## src/rtl/logic_unit_pkg.sv

```systemverilog
// Shared definitions for the pipelined bitwise logic unit: op encodings,
// depth limit and the per-bit evaluation function.
package logic_unit_pkg;

    typedef enum logic [1:0] {
        OP_AND  = 2'd0,
        OP_OR   = 2'd1,
        OP_XOR  = 2'd2,
        OP_ANDN = 2'd3
    } lu_op_e;

    localparam int STAGES_MAX = 4;

    // Operates on one bit so the same function serves any operand width.
    function automatic logic lu_eval(input lu_op_e op, input logic a, input logic b);
        logic r;
        r = 1'b0;
        case (op)
            OP_AND:  r = a & b;
            OP_OR:   r = a | b;
            OP_XOR:  r = a ^ b;
            OP_ANDN: r = a & ~b;
        endcase
        return r;
    endfunction

endpackage

```

## src/rtl/logic_unit_slice.sv

```systemverilog
// One pipeline register stage carrying {valid, result, zf, sf}, with a shared
// advance enable and asynchronous clear.
module logic_unit_slice #(
    parameter int WIDTH = 64
) (
    input  logic             clk,
    input  logic             rst_n,
    input  logic             i_en,
    input  logic             i_valid,
    input  logic [WIDTH-1:0] i_res,
    input  logic             i_zf,
    input  logic             i_sf,
    output logic             o_valid,
    output logic [WIDTH-1:0] o_res,
    output logic             o_zf,
    output logic             o_sf
);

    logic             r_valid;
    logic [WIDTH-1:0] r_res;
    logic             r_zf;
    logic             r_sf;

    always_ff @(posedge clk or negedge rst_n) begin
        if (!rst_n) begin
            r_valid <= 1'b0;
            r_res   <= '0;
            r_zf    <= 1'b0;
            r_sf    <= 1'b0;
        end else if (i_en) begin
            r_valid <= i_valid;
            r_res   <= i_res;
            r_zf    <= i_zf;
            r_sf    <= i_sf;
        end
    end

    assign o_valid = r_valid;
    assign o_res   = r_res;
    assign o_zf    = r_zf;
    assign o_sf    = r_sf;

endmodule

```

## src/rtl/logic_unit_pipe.sv

```systemverilog
// Valid/ready pipelined AND/OR/XOR/ANDN unit with ZF/SF flags; the whole pipe
// advances together and freezes when the output is held.
module logic_unit_pipe
    import logic_unit_pkg::*;
#(
    parameter int WIDTH  = 64,
    parameter int STAGES = 2
) (
    input  logic             clk,
    input  logic             rst_n,
    input  logic             in_valid,
    output logic             in_ready,
    input  logic [1:0]       in_op,
    input  logic [WIDTH-1:0] in_a,
    input  logic [WIDTH-1:0] in_b,
    output logic             out_valid,
    input  logic             out_ready,
    output logic [WIDTH-1:0] out_res,
    output logic             out_zf,
    output logic             out_sf,
    output logic             busy
);

    logic             w_adv;
    logic             r_opValid;
    lu_op_e           r_op;
    logic [WIDTH-1:0] r_a;
    logic [WIDTH-1:0] r_b;
    logic [WIDTH-1:0] w_evalRes;

    logic [STAGES:0]  w_valid;
    logic [WIDTH-1:0] w_res [STAGES+1];
    logic [STAGES:0]  w_zf;
    logic [STAGES:0]  w_sf;

    assign w_adv    = !out_valid || out_ready;
    assign in_ready = w_adv;

    // Operand capture register; stage 1 evaluates from these registered operands.
    always_ff @(posedge clk or negedge rst_n) begin
        if (!rst_n) begin
            r_opValid <= 1'b0;
            r_op      <= OP_AND;
            r_a       <= '0;
            r_b       <= '0;
        end else if (w_adv) begin
            r_opValid <= in_valid;
            r_op      <= lu_op_e'(in_op);
            r_a       <= in_a;
            r_b       <= in_b;
        end
    end

    always_comb begin
        w_evalRes = '0;
        for (int i = 0; i < WIDTH; i++) begin
            w_evalRes[i] = lu_eval(r_op, r_a[i], r_b[i]);
        end
    end

    // Flags are formed once here and only carried by later stages.
    assign w_valid[0] = r_opValid;
    assign w_res[0]   = w_evalRes;
    assign w_zf[0]    = ~|w_evalRes;
    assign w_sf[0]    = w_evalRes[WIDTH-1];

    for (genvar g = 0; g < STAGES; g++) begin : g_stage
        logic_unit_slice #(.WIDTH(WIDTH)) u_slice (
            .clk    (clk),
            .rst_n  (rst_n),
            .i_en   (w_adv),
            .i_valid(w_valid[g]),
            .i_res  (w_res[g]),
            .i_zf   (w_zf[g]),
            .i_sf   (w_sf[g]),
            .o_valid(w_valid[g+1]),
            .o_res  (w_res[g+1]),
            .o_zf   (w_zf[g+1]),
            .o_sf   (w_sf[g+1])
        );
    end

    assign out_valid = w_valid[STAGES];
    assign out_res   = w_res[STAGES];
    assign out_zf    = w_zf[STAGES];
    assign out_sf    = w_sf[STAGES];
    assign busy      = |w_valid;

endmodule

```

## config.mk

```make
export PLATFORM = sky130hd
export DESIGN_NAME = logic_unit_pipe
export DESIGN_NICKNAME = d
export VERILOG_FILES = /design/src/rtl/logic_unit_pkg.sv /design/src/rtl/logic_unit_slice.sv /design/src/rtl/logic_unit_pipe.sv
export SDC_FILE = /design/constraint.sdc
export NUM_CORES = 1
export LEC_CHECK = 0
export CORE_MARGIN = 5
export CORE_UTILIZATION = 45
export CTS_CLUSTER_SIZE = 24
export DETAILED_ROUTE_END_ITERATION = 12
export PLACE_DENSITY_LB_ADDON = 0.08
export SLEW_MARGIN = 10
export SYNTH_ARGS = -nofsm -noshare
export SYNTH_HDL_FRONTEND = slang
export SYNTH_SLANG_ARGS = --single-unit
export TNS_END_PERCENT = 10
```

## constraint.sdc

```tcl
create_clock -name clk -period 4 [get_ports clk]
set_input_delay 0.4 -clock clk [delete_from_list [all_inputs] [get_ports clk]]
set_output_delay 0.4 -clock clk [all_outputs]
set_load 0.02 [all_outputs]
```

==> flow_summary_export.csv <==
group,metric,value,unit
run_status,status,"finished clean",
placement,io_buffers,202,
pwr,clockPowerShare,0.234,
clocking,clkSlewWorstSetupHoldPaths,0.06,ns
route,routedWlPerCell,16.46,um
logic_synthesis,synth_area_per_cell,8.781,sq um
pwr,total_power,11.72,mW
sta,final.setup.tns,0,ns
worst_setup_path,critical_path.startpoint_type,"flip-flop",
pwr,p_per_area,719.7,nW/um^2
global_route,grt_pass1_vias,9947,
die,start_util,0.4540,
sta,worst_pin_slew,0.9862,ns
sta,holdWs,0.4150,ns
sta,period_share,0.7283,
worst_setup_path,worst_setup_path_end_kind,"flip-flop",
pwr,swShare,0.3807,
clocking,cts_setup_buffers,0,
route,final_antenna_net_count,0,
logic_synthesis,ys_ff_latch,263,
pwr,p_switching,4.462,mW
worst_setup_path,crit_path_max_fanout,75,
route,drt_first_pass_iters,5,
final_layout,area_growth,25.33,%
logic_synthesis,ys_seq_area_frac,0.5064,
sta,finalHoldViolations,0,
pwr,internal_power,7.260,mW
logic_synthesis,synth.distinct_cells,26,
final_layout,mostFrequentLayoutCells,"nand2_1 (395), dfrtp_1 (263), clkdlybuf4s50_1 (201), inv_1 (180), o21ai_0 (130)",
clocking,clk_latency,0.54,ns
logic_synthesis,syn_inst,1480,
sta,slew_headroom,0.3425,
clocking,cts_buffers,28,
worst_setup_path,timing.critical_path.from,"r_op[0]",
worst_setup_path,cp.buffers_inverters,2,
clocking,numClockSinks,263,
clocking,cts_root_buf,"clkbuf_16",
job,cap_violations,0,
final_layout,final_common_cell,"nand2_1",
final_layout,layout-drive-gt1-share,0.05907,
route,dr.first_iter.drc_count,808,
sta,clock.fmax,343.2,MHz
route,num_vias,10160,
worst_setup_path,critical_path.max_stage_delay,0.80,ns
final_layout,post-route-cell-area,16290,sq um
sta,skew,0.01093,ns
pwr,p_comb_frac,0.406,
worst_hold_path,worstHoldPathType,"input pin to flip-flop",
global_route,grt_overflow,0,
final_layout,final_nets,1839,
die,die_h,179.9,um
logic_synthesis,syn_area,13000,sq um
final_layout,final_cells,2043,
global_route,grt_max_degree,152,
global_route,antenna_found_initial,0,
die,rows,62,
placement,hpwl,23430,um
placement,placed_cells,1991,
sta,min_period,2.913,ns
clocking,cts_buffer_depth,3,
worst_hold_path,hp-start,"in_a[39]",
placement,place_area,15290,sq um
route,drc,0,
clocking,cts_tree,"done",
die,fp.dieArea,32380,sq um
logic_synthesis,syn_nets,1681,
pwr,p_seq_frac,0.360,
logic_synthesis,yosysWarnings,0,
die,core,28630,sq um
worst_setup_path,path_class,"flip-flop to flip-flop",
global_route,grt.total_usage,0.2047,
worst_setup_path,path_cells,"inv_1 > ha_4 > buf_4 > a21oi_1 > nor4_1 > nand4_1 > nor3_1 > a32o_1",
pwr,p_leak,8.038,nW
die,ios,203,
sta,rsz0062_at_grt,"false",
worst_setup_path,path_delay_family,"simple AND/OR/NAND/NOR gates",
clocking,htree_levels,1,
sta,finalSetupViolCount,0,
final_layout,diodes,0,
pwr,vdd_drop_max,0.0003887,V
sta,final-max-slew-violation-count,0,
worst_setup_path,arrival,3.38,ns
route,drt-total-wl,33630,um
worst_setup_path,required,4.46,ns
placement,gp_congestion,0.8256,
final_layout,fillers,2566,
die,chipWidth,179.9,um
route,vias_per_cell,4.974,
worst_setup_path,r2r-start,"r_op[0]",
worst_setup_path,cpMaxStageDelayCell,"ha_4",
global_route,grt_pass1_wl,54900,um
==> power groups by stage <==
stage	logic [mW]	clock network (mW)	registers (mW)
after floorplan	2.65	0	4.50
after global placement	4.69	0	4.25
after detailed placement	4.75	0	4.27
after CTS	4.79	2.81	4.23
after global routing	5.34	2.93	4.34
final	4.76	2.74	4.22
==> layout make-up <==
class / instances / area (sq um) / share of cell area
inverter: 181 / 686.9 / 0.04217
multi-input combinational: 946 / 5351 / 0.3285
sequential: 263 / 6581 / 0.4041
clock inverter: 14 / 172.7 / 0.01060
clock buffer: 37 / 815.8 / 0.05008
timing repair buffer: 218 / 2200 / 0.1350
tap: 384 / 480.5 / 0.02950
==> flip-flops by register name (all words and copies together) (netlist names) <==
register and cells:
r_opValid 1, r_b 64, g_stage.u_slice.o_valid 2, r_op 2
g_stage.u_slice.o_res 126, g_stage.u_slice.o_zf 2, r_a 64, g_stage.u_slice.o_sf 2
==> layer usage <==
metal / global-route usage / vias up / share of wire
met5: 0 / - / 0
met4: 0.03657 / 0 / 0.013
met3: 0.03092 / 27 / 0.050
met2: 0.2950 / 234 / 0.42
met1: 0.3294 / 4830 / 0.52
li1: - / 5070 / -
==> worst reg2reg max path: cells and delay by family (launching register included) <==
kind | cells | cell delay, ns
simple gates | 3 | 0.82
fa+ha+maj | 1 | 0.80
buf+inv | 2 | 0.52
flops | 1 | 0.42
compound gates | 2 | 0.30
==> repair_timing <==
item / CTS / global route
hold buffers: 1 / 0
setup endpoints to repair: 0 / 0
hold endpoints to repair: 57 / 0
resized for setup: 0 / 0
==> final timing paths <==
| path | end | slack [ns] | cells past startpoint |
|---|---|---|---|
| worst max-delay path | g_stage[0].u_slice.o_zf | 1.09 | 8 |
| worst min-delay path | r_a[39] | 0.41 | 3 |
| worst max register to register | g_stage[0].u_slice.o_zf | 1.09 | 8 |
| worst min register to register | g_stage[1].u_slice.o_res[27] | 0.46 | 2 |
| max in group asynchronous | g_stage[1].u_slice.o_res[1] | 2.39 | 3 |
| min in group asynchronous | g_stage[1].u_slice.o_res[29] | 0.50 | 2 |
==> synthesized netlist by cell type, drive strengths merged <==
cell type	instances	area share
mux2	28	0.024
xor2	64	0.043
clkbuf	58	0.017
inv	181	0.052
nand4	6	0.0029
o21ai	130	0.050
nand2b	15	0.0072
a32o	1	0.00077
dfrtp	263	0.51
nor4	12	0.0058
a31oi	13	0.0063
a21oi	77	0.030
nor3	1	0.00038
or3	1	0.00048
nor2b	1	0.00048
and4b	1	0.00077
a221oi	50	0.034
nor2	83	0.024
nand2	395	0.11
buf	32	0.015
ha	67	0.065
a311oi	1	0.00067
==> per-stage QoR <==
step	utilization	worst slack, ns
finish	0.5690	1.087
global route	0.5690	0.9194
CTS	0.5690	1.067
detailed placement	0.5341	1.123
global placement	0.5341	1.186
floorplan	-	1.981
==> kinds of logic (layout without fill, tap and decap cells) <==
group	count (synthesis)	in the layout	synth area share
buffers and inverters	271	450	0.08453
adders and majority gates	67	67	0.06450
DFF	263	263	0.5064
and+or+nand+nor	515	515	0.1561
xor gates and xnor gates	64	64	0.04313
AOI/OAI and AO/OA	272	272	0.1211
muxes	28	28	0.02426
(Power assumes the default switching activity.)
